**src/rtl/arb_param_rr.sv**
```systemverilog
// ---------------------------------------------------------------------------
// arb_param_rr
// Parametrised N-way request/grant arbiter with lock-on-hold and an optional
// hold limit. MODE=0 gives fixed priority (index 0 highest), MODE=1 gives
// round-robin starting from a rotating pointer. All outputs are registered,
// so a request sampled on one edge is reflected in the grant after that edge.
//
// Ports:
//   clk_i          rising-edge clock
//   rst_ni         synchronous active-low reset (0 = reset)
//   request_i      [N-1:0] per-requester request, bit i = requester i
//   grant_o        [N-1:0] registered one-hot grant, or all zeros
//   grant_id_o     [$clog2(N)-1:0] index of granted requester, 0 when idle
//   grant_valid_o  high when any grant bit is set
// ---------------------------------------------------------------------------
module arb_param_rr #(
  parameter int N        = 4,
  parameter int MODE     = 0,
  parameter int HOLD_MAX = 0
) (
  input  logic                   clk_i,
  input  logic                   rst_ni,
  input  logic [N-1:0]           request_i,
  output logic [N-1:0]           grant_o,
  output logic [$clog2(N)-1:0]   grant_id_o,
  output logic                   grant_valid_o
);

  localparam int IW = $clog2(N);
  localparam int HW = (HOLD_MAX < 2) ? 1 : $clog2(HOLD_MAX + 1);
  localparam logic [HW-1:0] HLIM = (HOLD_MAX > 0) ? HW'(HOLD_MAX - 1) : '0;
  localparam logic [HW-1:0] HSAT = '1;

  typedef enum logic {IDLE = 1'b0, OWNED = 1'b1} state_e;

  state_e         state_q, state_d;
  logic [IW-1:0]  owner_q, owner_d;
  logic [IW-1:0]  ptr_q,   ptr_d;
  logic [HW-1:0]  hcnt_q,  hcnt_d;
  logic [N-1:0]   grant_q, grant_d;

  // Scan req starting at index 'start', wrapping at N. Returns {found, index}.
  function automatic logic [IW:0] arb_pick(input logic [N-1:0]  req,
                                           input logic [IW-1:0] start);
    logic          found;
    logic [IW-1:0] win;
    int            idx;
    found = 1'b0;
    win   = '0;
    for (int k = 0; k < N; k++) begin
      idx = (int'(start) + k) % N;
      if (!found && req[idx]) begin
        found = 1'b1;
        win   = IW'(idx);
      end
    end
    return {found, win};
  endfunction

  // Hold counter saturates instead of wrapping so an unlimited hold never
  // looks like a fresh grant.
  function automatic logic [HW-1:0] hcnt_sat_inc(input logic [HW-1:0] h);
    return (h == HSAT) ? h : h + HW'(1);
  endfunction

  function automatic logic [IW-1:0] idx_next(input logic [IW-1:0] j);
    return IW'((int'(j) + 1) % N);
  endfunction

  logic           owner_req;
  logic           keep;
  logic           expire;
  logic [N-1:0]   arb_req;
  logic [IW:0]    pick;
  logic [IW-1:0]  arb_start;

  always_comb begin
    state_d   = state_q;
    owner_d   = owner_q;
    ptr_d     = ptr_q;
    hcnt_d    = hcnt_q;
    grant_d   = grant_q;
    owner_req = request_i[owner_q];
    keep      = 1'b0;
    expire    = 1'b0;
    arb_req   = request_i;
    arb_start = (MODE == 1) ? ptr_q : '0;

    if (state_q == OWNED && owner_req) begin
      if (HOLD_MAX == 0 || hcnt_q < HLIM) begin
        keep = 1'b1;
      end else begin
        expire = 1'b1;
      end
    end

    // On expiry the owner steps aside so anyone else waiting gets a turn.
    if (expire) begin
      arb_req = request_i & ~({{(N-1){1'b0}}, 1'b1} << owner_q);
    end
    pick = arb_pick(arb_req, arb_start);

    if (keep) begin
      hcnt_d = hcnt_sat_inc(hcnt_q);
    end else if (pick[IW]) begin
      state_d = OWNED;
      owner_d = pick[IW-1:0];
      grant_d = {{(N-1){1'b0}}, 1'b1} << pick[IW-1:0];
      hcnt_d  = '0;
      if (MODE == 1) begin
        ptr_d = idx_next(pick[IW-1:0]);
      end
    end else if (expire) begin
      // Nobody else wants the resource: owner keeps it with a fresh count.
      hcnt_d = '0;
    end else begin
      state_d = IDLE;
      owner_d = '0;
      grant_d = '0;
    end
  end

  always_ff @(posedge clk_i) begin
    if (!rst_ni) begin
      state_q <= IDLE;
      owner_q <= '0;
      ptr_q   <= '0;
      hcnt_q  <= '0;
      grant_q <= '0;
    end else begin
      state_q <= state_d;
      owner_q <= owner_d;
      ptr_q   <= ptr_d;
      hcnt_q  <= hcnt_d;
      grant_q <= grant_d;
    end
  end

  assign grant_o       = grant_q;
  assign grant_id_o    = owner_q;
  assign grant_valid_o = (state_q == OWNED);

endmodule

```
**config.mk**
```make
export PLATFORM = sky130hd
export DESIGN_NAME = arb_param_rr
export DESIGN_NICKNAME = d
export VERILOG_FILES = /design/src/rtl/arb_param_rr.sv
export SDC_FILE = /design/constraint.sdc
export NUM_CORES = 1
export LEC_CHECK = 0
export CORE_AREA = 2 2 39 41
export CTS_BUF_LIST = sky130_fd_sc_hd__clkbuf_4
export DETAILED_ROUTE_END_ITERATION = 10
export DIE_AREA = 0 0 41 43
export DONT_BUFFER_PORTS = 1
export GPL_ROUTABILITY_DRIVEN = 0
export GPL_TIMING_DRIVEN = 0
export REMOVE_ABC_BUFFERS = 1
export SLEW_MARGIN = 20
export SYNTH_ARGS = -nofsm -noshare
export SYNTH_HDL_FRONTEND = slang
export SYNTH_SLANG_ARGS = --single-unit
```
**constraint.sdc**
```tcl
create_clock -name clk_i -period 1.8 [get_ports clk_i]
set_input_delay 0.36 -clock clk_i [delete_from_list [all_inputs] [get_ports clk_i]]
set_output_delay 0.36 -clock clk_i [all_outputs]
set_load 0.03 [all_outputs]
```
After elaboration in Yosys (flattened, before gate mapping):

Index checks and enable logic that the tools add are counted.

* input port bits: 6
* bits in registers: 7
* logic and storage cells: 25

* muxes and demuxes: 13
* reductions and logical operators: 7
* magnitude comparators: 1
* shift-type cells: 1

Operator list (count)
* $mux W1: 8
* $mux W2: 3
* $logic_and A1 B1 Y1: 4
* $mux W4: 1
* $shl A1 B2 Y4 const A: 1
* $logic_not A1 Y1: 3
* $lt A2 B3 Y1 const B: 1
* $bmux W1 S2: 1

Longest topological paths before layout:

* depth in word-level cells: 12
* gate-level depth with buffers: 3

Worst setup path after synthesis:

No wires, ideal clock.

* path kind: register to register
* start point: register owner_q[1] (netlist: grant_id_o[1])
* end point: register owner_q[1] (netlist: grant_id_o[1])
* path slack: 0.503 ns
* data arrival time: 1.172 ns
* cell stages (with the launch flop): 4
* data required time: 1.675 ns
* period minus slack after synthesis: 1.297 ns
* setup time: 0.125 ns
* cell sequence: dfxtp_1 mux2_4 o2bb2ai_4 mux2i_1

* word-level cells in the longest chain between the ends: 4

Ends and longest elaborated chain
* start: declaration: RTL line 37 `logic [IW-1:0] owner_q, owner_d;`
* start signal: assignment: RTL line 132 `owner_q <= owner_d;`
* $bmux W1 S2: RTL line 83 `owner_req = request_i[owner_q];`
* $mux W1 (not written as such): RTL line 83
* $logic_and A1 B1 Y1: RTL line 89 `if (state_q == OWNED && owner_req) begin`
* $mux W1: RTL line 89

No other way between the ends. The select of a mux whose other input is x is not followed.
A chain may end at the register's enable or synchronous reset.

Final worst setup path:

Ends and elaborated chain as after synthesis.

==> flow_metrics.tcl <==
set metrics [dict create \
    layout-drive-gt1-share_pct 15.79 \
    cts_root_buf "clkbuf_4" \
    htree_levels 1 \
    worstSetupEndpointType "flop" \
    ctsHoldBuffers 0 \
    netlist_area_um2 350.3 \
    preCtsSetupSlack_ns 0.4207 \
    layout_commonest_cell "nand2_1" \
    clkLatencyLatePin_ns 0.25 \
    tns_ns 0 \
    initial_core_util_pct 25.32 \
    cp-start-kind "flop" \
    grt_use_met3_pct 6.283 \
    finalCritPeriodShare_pct 76.56 \
    relSlewSlack_pct 70.32 \
    ys_ff_latch 7 \
    crit_type "reg -> reg" \
    avgRoutedWirePerCell_um 11.39 \
    holdPathEnd "grant_valid_o" \
    skew_ns 0.002253 \
    die_height_um 43 \
    grt_max_degree 13 \
    crit_required_ns 1.93 \
    cts_buffer_depth 2 \
    grt_pass1_vias 274 \
    busiest_layer "met2" \
    final_nets 45 \
    final_cell_mix "9 x nand2_1, 7 x dfxtp_1, 6 x mux2i_1" \
    core_um2 1384 \
    gr-usage-all-layers_pct 9.073 \
    rsz0062_at_grt "false" \
    fp.dieW_um 41 \
    portBuffers 0 \
    reg2reg_to "grant_id_o[1]" \
    rows 14 \
    drt_iter0_markers 6 \
    ir_drop_mv 0.3655 \
    area_growth_syn_to_layout_pct 13.21 \
    antenna_found_initial 0 \
    finalCriticalPeriod_ns 1.378 \
    final_util_pct 28.66 \
    grt_pass1_wl_um 1069 \
    setup_slack_ns 0.4219 \
    insertedDiodeCount 0 \
    setup-violations-final 0 \
    leakagePower_nw 0.1388 \
    yosysWarnings 0 \
    io_pins 13 \
    yosysUniqueCellTypes 16 \
    cts_tree "yes" \
    status "finished, final reports clean" \
    numPlacedInstances 50 \
    r2r-start "grant_id_o[1]" \
    r2r_cells 3 \
    tightest_slew_ns 0.4446 \
    grtUsageMet1_pct 10.42 \
    power_density_nw_per_um2 942.2 \
    cts_buffers 3 \
    grt-ovfl-total 0 \
    dp_hpwl_um 494.7 \
    path_clk_slew_ns 0.05 \
    synth.avg_cell_area_um2 10.01 \
    r2r_setup_slack_ns 0.42 \
    drv_cap 0 \
    drv_slew 0 \
    drt-pass1-iter-count 3 \
    drtAntennaViolNets 0 \
    critPathMaxFanout 5 \
    postCtsSetupBuffers 0 \
    hold_viol_final 0 \
    post_cts_resize_count 0 \
    fmax_mhz 725.6 \
    drc_errors 0 \
    hold_path.class "in -> reg" \
    dpl_cell_area_um2 366.6 \
    vias 261 \
    die_area_um2 1763 \
    filler_cell_count 152 \
    routed_wl_um 615 \
    fin_cells 54 \
    clock_sinks 7 \
    worstHoldStart "request_i[2]" \
    holdPathStages 1 \
    design_area_um2 396.6 \
    seq_area_frac_synth_pct 40.00 \
    synthCells 35 \
    worstPathArrival_ns 1.51 \
    via_per_inst 4.833 \
    met2_usage_pct 12.50 \
]
[critical path, cell delays in order, from the launching register on]
cell and delay [ns]:
dfxtp_1 0.59, mux2i_1 0.39, o2bb2ai_4 0.14, mux2i_1 0.14
[worst max path at each step]
stage                              from       endpoint  slack (ns)  cells after the start
final                     grant_id_o[1]  grant_id_o[1]        0.42                      3
after global routing      grant_id_o[1]  grant_id_o[1]        0.30                      3
after floorplan           grant_id_o[1]  grant_id_o[1]        0.50                      3
after global placement    grant_id_o[1]  grant_id_o[1]        0.43                      3
after CTS                 grant_id_o[1]     grant_o[1]        0.40                      3
after detailed placement  grant_id_o[1]  grant_id_o[1]        0.42                      3
[cell families (layout without fill, tap and decap cells)]
kind of cell,Yosys count,in the layout,share of synthesized area (%)
AND/OR/NAND/NOR,15,15,20.36
multiplexers,7,7,21.43
buffers and inverters,1,4,1.070
flip-flops,7,7,40.00
AO/OA/AOI/OAI,5,5,17.15
[synth_stat cells, drive strengths merged]
master	n	area (um^2)
o211ai	1	7.510
a21boi	1	7.510
mux2i	6	60.06
and2	1	6.260
nand2b	1	6.260
mux2	1	15.01
dfxtp	7	140.1
o41a	1	11.26
o22ai	1	6.260
nor4b	1	8.760
nor2	1	3.750
o2bb2ai	1	27.53
and2b	1	7.510
clkbuf	1	3.750
nand3	1	5.000
nand2	9	33.78
[where the power goes]
group          internal, W  switching [W]  leakage, nW
sequential        0.000163      0.0000218       0.0575
combinational    0.0000185      0.0000156       0.0629
clock            0.0000994      0.0000550       0.0184
[cell type report]
class	instances	area [um^2]	area share (%)
Clock buffer	4	30.03	7.571
Multi-Input combinational cell	27	206.4	52.05
Sequential cell	7	140.1	35.33
Tap cell	16	20.02	5.047
[stage by stage]
stage | total power [W] | hold WS, ns
2_1_floorplan | 0.0002178 | 0.4827
3_3_place_gp | 0.0002224 | 0.4997
3_5_place_dp | 0.0002231 | 0.4981
4_1_cts | 0.0003793 | 0.2435
5_1_grt | 0.0003876 | 0.2388
6_report | 0.0003737 | 0.2428
[layer usage]
| layer | routed length (um) | vias to the layer above |
|---|---|---|
| met3 | 48 | 2 |
| li1 | - | 131 |
| met1 | 249 | 118 |
| met5 | 0 | - |
| met4 | 9 | 0 |
| met2 | 307 | 10 |
[sequential cells by signal, indices dropped and copies added, names as in the netlist]
| signal | count |
|---|---|
| grant_valid_o | 1 |
| grant_o | 4 |
| grant_id_o | 2 |
Note: power is estimated with default switching activity, not from simulation.
